[src/rtl/lsu_mem_ctrl.sv]
// lsu_mem_ctrl: sub-word load/store sequencing onto word memory with stall/done handshake and counters
module lsu_mem_ctrl #(
  parameter int CNT_W = 16
) (
  input  logic             clk,
  input  logic             reset,
  input  logic             req,
  input  logic             we,
  input  logic [31:0]      addr,
  input  logic [31:0]      wdata,
  input  logic [2:0]       funct3,
  output logic [31:0]      rdata,
  output logic             done,
  output logic             stall,
  output logic             err,
  output logic [31:0]      mem_addr,
  output logic             mem_we,
  output logic [31:0]      mem_wd,
  input  logic [31:0]      mem_rd,
  output logic [CNT_W-1:0] acc_cnt,
  output logic [CNT_W-1:0] err_cnt
);
  typedef enum logic [1:0] {IDLE, RD, WR, DONE} state_t;
  state_t state, nxt;
  logic [31:0] word_q, ext, rmw;
  logic [7:0] lb;
  logic [15:0] lh;
  logic err_q, bad;
  always_comb begin
    bad = funct3 == 3'b011 || funct3[2:1] == 2'b11 || (we && funct3[2]) ||
          (funct3[1:0] == 2'b01 && addr[0]) || (funct3 == 3'b010 && addr[1:0] != 2'b00);
  end
  always_ff @(posedge clk) begin
    if (reset) state <= IDLE;
    else       state <= nxt;
  end
  always_comb begin
    nxt = state;
    case (state)
      IDLE:    nxt = !req ? IDLE : bad ? DONE : (we && funct3 == 3'b010) ? WR : RD;
      RD:      nxt = we ? WR : DONE;
      WR:      nxt = DONE;
      default: nxt = IDLE;
    endcase
  end
  always_ff @(posedge clk) begin
    if (reset) begin
      word_q  <= '0;
      err_q   <= 1'b0;
      acc_cnt <= '0;
      err_cnt <= '0;
    end else begin
      if (state == IDLE) err_q <= bad;
      if (state == RD) word_q <= mem_rd;
      if (state == DONE && err_q && !(&err_cnt)) err_cnt <= err_cnt + CNT_W'(1);
      if (state == DONE && !err_q && !(&acc_cnt)) acc_cnt <= acc_cnt + CNT_W'(1);
    end
  end
  // lane extraction for loads and lane merge for sub-word stores, both from word_q
  always_comb begin
    lb     = word_q[{addr[1:0], 3'b000} +: 8];
    lh     = addr[1] ? word_q[31:16] : word_q[15:0];
    ext    = funct3 == 3'b000 ? {{24{lb[7]}}, lb} :
             funct3 == 3'b001 ? {{16{lh[15]}}, lh} :
             funct3 == 3'b100 ? {24'b0, lb} :
             funct3 == 3'b101 ? {16'b0, lh} : word_q;
    rmw    = funct3 == 3'b010 ? wdata :
             funct3[0] ? (word_q & ~(32'hFFFF << {addr[1], 4'b0000})) | ({16'b0, wdata[15:0]} << {addr[1], 4'b0000}) :
                         (word_q & ~(32'hFF << {addr[1:0], 3'b000})) | ({24'b0, wdata[7:0]} << {addr[1:0], 3'b000});
    done     = state == DONE && !reset;
    err      = done && err_q;
    rdata    = (done && !err_q && !we) ? ext : 32'b0;
    mem_we   = state == WR && !reset;
    mem_wd   = state == WR ? rmw : 32'b0;
    stall    = req && !done;
    mem_addr = {addr[31:2], 2'b00};
  end
endmodule

[config.mk]
export PLATFORM = sky130hd
export DESIGN_NAME = lsu_mem_ctrl
export DESIGN_NICKNAME = d
export VERILOG_FILES = /design/src/rtl/lsu_mem_ctrl.sv
export SDC_FILE = /design/constraint.sdc
export NUM_CORES = 1
export LEC_CHECK = 0
export ABC_AREA = 1
export CAP_MARGIN = 10
export CORE_ASPECT_RATIO = 0.8
export CORE_MARGIN = 4
export CORE_UTILIZATION = 25
export DETAILED_ROUTE_END_ITERATION = 12
export DONT_BUFFER_PORTS = 1
export PLACE_DENSITY_LB_ADDON = 0.15
export SLEW_MARGIN = 20
export SYNTH_ARGS = -nofsm -noshare
export SYNTH_HDL_FRONTEND = slang
export SYNTH_SLANG_ARGS = --single-unit
export TNS_END_PERCENT = 50
[constraint.sdc]
create_clock -name clk -period 2.85 [get_ports clk]
set_input_delay 0 -clock clk [delete_from_list [all_inputs] [get_ports clk]]
set_output_delay 0 -clock clk [all_outputs]
set_load 0.03 [all_outputs]
After elaboration in Yosys (flattened, before gate mapping)
Cells that the tools add are included.
Operators by class
  add/subtract/negate cells: 2
  eq/ne operators: 10
  shift operators: 5
  muxes and demuxes: 14
  bitwise operators: 6
  reductions and logical operators: 29
Operator list (count)
  $mux 32: 8
  $and 32x32->32: 2
  $not 32->32: 2
  $or 32x32->32: 2
  $add 16x1->16 const B: 2
  $reduce_and 16->1: 2
  $shiftx 32x6->8: 1
  $shl 16x5->32: 1
  $shl 16x5->32 const A: 1
  $shl 8x5->32: 1
  $shl 8x5->32 const A: 1
  $mux 16: 1
  $logic_and 1x1->1: 14
  $eq 2x2->1 const B: 3
  $eq 3x2->1 const B: 2
  $eq 3x3->1 const B: 2
  $logic_not 1->1: 6
  $mux 2: 3
  $pmux 2 s3: 1
  $eq 2x1->1 const B: 2
  $logic_or 1x1->1: 4
  $eq 3x1->1 const B: 1
  $logic_not 3->1: 1
  $logic_not 2->1: 1
  2 further kinds: 2
Word-level totals
  register bits after elaboration: 67
  bits of input ports: 103
  output and inout port bits: 132
  logic and storage cells: 71

Logic depth before layout (Yosys ltp)
  depth in word-level cells: 8
  depth in mapped cells: 10
  mapped depth without buffers: 10

Least setup slack after synthesis
Ideal clock, no wire load.
  path kind: register to register
  start: register acc_cnt[1]
  end: register acc_cnt[1]
  setup time: 0.116 ns
  data arrival time: 1.679 ns
  required time: 2.734 ns
  slack: 1.055 ns
  cell stages (with the launch flop): 10
  buffers on the path: 1
  period minus slack after synthesis: 1.795 ns
  cells stage by stage: dfxtp_1 -> ha_1 -> nand3_2 -> inv_1 -> nand2_1 -> o21ai_2 -> inv_2 -> buf_2 -> nor2_1 -> nor2_1
On the way
  longest elaborated chain between the ends: 3
  elaborated cells on any way between the ends: 4
  classes of those cells: add/sub (1); reduce/logical (3)
RTL lines
  start, declared: RTL line 20  | output logic [CNT_W-1:0] acc_cnt,
  start signal, assigned: RTL line 56  | if (state == DONE && !err_q && !(&acc_cnt)) acc_cnt <= acc_cnt + CNT_W'(1);
  parallel branches: the longest is 3 deep, another holds $add 16x1->16
Parallel ways; which one is timed is not known.
A chain may end at the register's enable or synchronous reset.

Worst setup path in the final report
  start: register state[1]
  end: output rdata[31]
On the way
  longest elaborated chain between the ends: 5
RTL lines
  start, declared: RTL line 24  | state_t state, nxt;
  start signal, assigned: RTL line 35  | else state <= nxt;
  $eq 2x2->1: RTL line 70  | done = state == DONE && !reset;
  $logic_and 1x1->1: RTL line 70
  $logic_and 1x1->1 (2 in series): RTL line 72  | rdata = (done && !err_q && !we) ? ext : 32'b0;
  $mux 32: RTL line 72
  end, declared: RTL line 12  | output logic [31:0] rdata,
Every way passes these cells.

==> reports/results.ini <==
[placed_design]
io_buffers = 0
dpl-instance-area_um2 = 5270
gp_congestion = 0.812
hpwl_um = 16100
place_inst = 1079

[sta]
fin_crit_ns = 2.45
rsz0062_at_grt = no
hold_violations = 0
timing.setup.tns_ns = 0
setup_viol = 0
finClkSkew_ns = 0.0111
worst_pin_slew_ns = 0.753
maxSlewHeadroom_pct = 49.8
post-route-period-util_pct = 86.0
fmax_mhz = 408
maxSlewViolCount = 0

[synthesis]
ys_top_cells_by_area = dfxtp_1, nand2_1, o21ai_0
synth_cell_types = 33
yosysMostFrequentCell = nand2_1
syn_inst = 850
synth-xor-area-share_pct = 2.07
synth_top_area_share_pct = 26.5
yosys_warnings = 0
synth_mux_area_share_pct = 0
synthAdderAreaFrac_pct = 1.73
synth_edf_count = 0
synth_flop_cell = dfxtp_1
syn_avg_cell_area_um2 = 5.96
syn_area_um2 = 5070
yosysTopAreaCell = dfxtp_1
synth_top_family_by_area = compound AO/OA/AOI/OAI gates
synth-compound-area-share_pct = 28.0
ys_ff_latch = 67
async_flop_share_pct = 0
synthTopCellsByCount = nand2_1, o21ai_0, a21oi_1
synth_simple_gate_area_share_pct = 27.6
yosysSeqAreaShare_pct = 26.5

[pwr]
vdd_drop_max_v = 0.000329
power_density_nw_per_um2 = 715
p_leak_nw = 2.30
power_mw = 4.26

[clocking]
clk_pin_slew_worst_paths_ns = 0.07
cts_root_buf = clkbuf_16
clock-sinks = 67
clock_path_buffers = 2
insertion_delay_ns = 0.34
cts_hold_buf = 36
htreeDepth = 3
cts.repair.resized = 0
post_cts_buffers = 0
cts_tree = built
cts-buffers-inserted = 9

[floorplanning]
start_util_pct = 25.5
fp-row-count = 46
core_um2 = 19900
dieArea_um2 = 22600
fp.dieW_um = 167
die_h_um = 135
io_pins = 235

[layout]
fillerInstances = 2257
instances_no_fill = 1131
drive_gt1_share_pct = 8.88
utilization_pct = 30.0
postLayoutCellArea_um2 = 5960
num_antenna_cells = 0
syn_to_final_growth_pct = 17.5
nets = 972

[drt]
wl_per_cell_um = 18.6
drc = 0
first_pass_iters = 5
drt_iter0_markers = 415
ant_nets = 0
drt-total-wl_um = 21000
via_count = 5444
vias_per_cell = 4.81

[critical_path]
rr_worst_depth = 9
arrival_ns = 2.45
r2r_start = err_cnt[0]
endpoint_kind = output port
critPathRequiredTime_ns = 2.85
startpoint = state[1]
critPathLaunchType = flip-flop
path_class = flip-flop to output port
crit_fanout = 25

[grt]
grt_first_pass_wirelength_um = 31300
antenna_found_initial = 0
grt_use_total_pct = 17.9
grt_start_max_net_pins = 43
grt_overflow = 0
first_global_vias = 5017

[outcome]
status = finished clean

[min_path]
worstHoldStart = addr[13]
worstHoldPathCells = 0
hold_path.class = input port to output port

[flow_run]
maxCapViolations = 0

stage by stage:
stage                     setup WS, ns  hold WS [ns]
after detailed placement         0.745      0.000205
after CTS                        0.360      0.000205
after floorplan                   1.06         0.132
final                            0.399     0.0000116
after global routing             0.132     0.0000468
after global placement           0.726      0.000205
worst max-delay path: stages, from the launching register on:
cell,delay [ns]
dfxtp_1,0.38
ha_1,0.19
inv_1,0.06
nor2_1,0.26
nand3_1,0.11
inv_1,0.20
nand2_2,0.30
nor2_1,0.36
buf_4,0.23
report_power, final:
group | internal [mW] | switching, mW | total [mW]
registers | 1.13 | 0.182 | 1.31
logic | 0.487 | 1.18 | 1.67
clock network | 0.800 | 0.477 | 1.28
total | 2.41 | 1.84 | 4.26
placed cells by master (no fill, tap or decap):
master,count
nand2_1,180
o21ai_0,127
a21oi_1,120
nor2_1,115
inv_1,69
dfxtp_1,67
dlygate4sd3_1,35
buf_4,35
nand3_1,25
nand4_1,10
clkbuf_16,9
inv_2,8
o221ai_1,8
ha_1,7
xnor2_1,6
xor2_1,6
o21bai_1,4
nor2_4,4
nand2_2,3
a21oi_2,3
a31oi_1,3
o211ai_1,2
o21ai_2,2
nor3_1,2
conb_1,2
bufinv_16,2
inv_6,2
clkinv_4,2
nor2_2,1
clkinv_2,1
o22ai_1,1
nand3b_1,1
or2_2,1
nand3_2,1
clkbuf_8,1
buf_2,1
buf_12,1
path summary, 6_finish.rpt:
| path | endpoint | slack [ns] |
|---|---|---|
| worst max-delay path | rdata[31] | 0.40 |
| worst min register to register | word_q[9] | 0.52 |
| worst min-delay path | mem_addr[13] | 0.00001 |
| worst max register to register | err_cnt[7] | 0.78 |
per-layer routing:
| metal | GRT usage (%) | up-vias | wire (um) |
|---|---|---|---|
| met5 | 0 | - | 0 |
| met4 | 3.02 | 0 | 155 |
| met3 | 5.13 | 16 | 1420 |
| met2 | 24.7 | 181 | 8300 |
| met1 | 27.5 | 2453 | 11200 |
| li1 | - | 2794 | - |
cell type report:
cell class                 instances  area (um^2)  area share (%)
timing repair buffer              72          638            10.7
clock buffer                      10          239            4.01
sequential                        67         1340            22.5
inverter                          78          294            4.94
multi-input combinational        634         3020            50.7
clock inverter                     6         95.1            1.60
tap                              264          330            5.55
state kept, by name, summed over array words and instances (netlist names):
| signal | count |
|---|---|
| state | 2 |
| err_cnt | 16 |
| acc_cnt | 16 |
| err_q | 1 |
| word_q | 32 |
logic make-up (layout without fill, tap and decap cells):
group                    after synthesis  after routing
AND/OR/NAND/NOR                      343            343
AO/OA/AOI/OAI                        270            270
buffers and inverters                150            166
flip-flops                            67             67
XOR/XNOR                              12             12
adder cells (fa/ha/maj)                7              7
other                                  1              2
No activity file was read; power rests on OpenSTA's default activity.
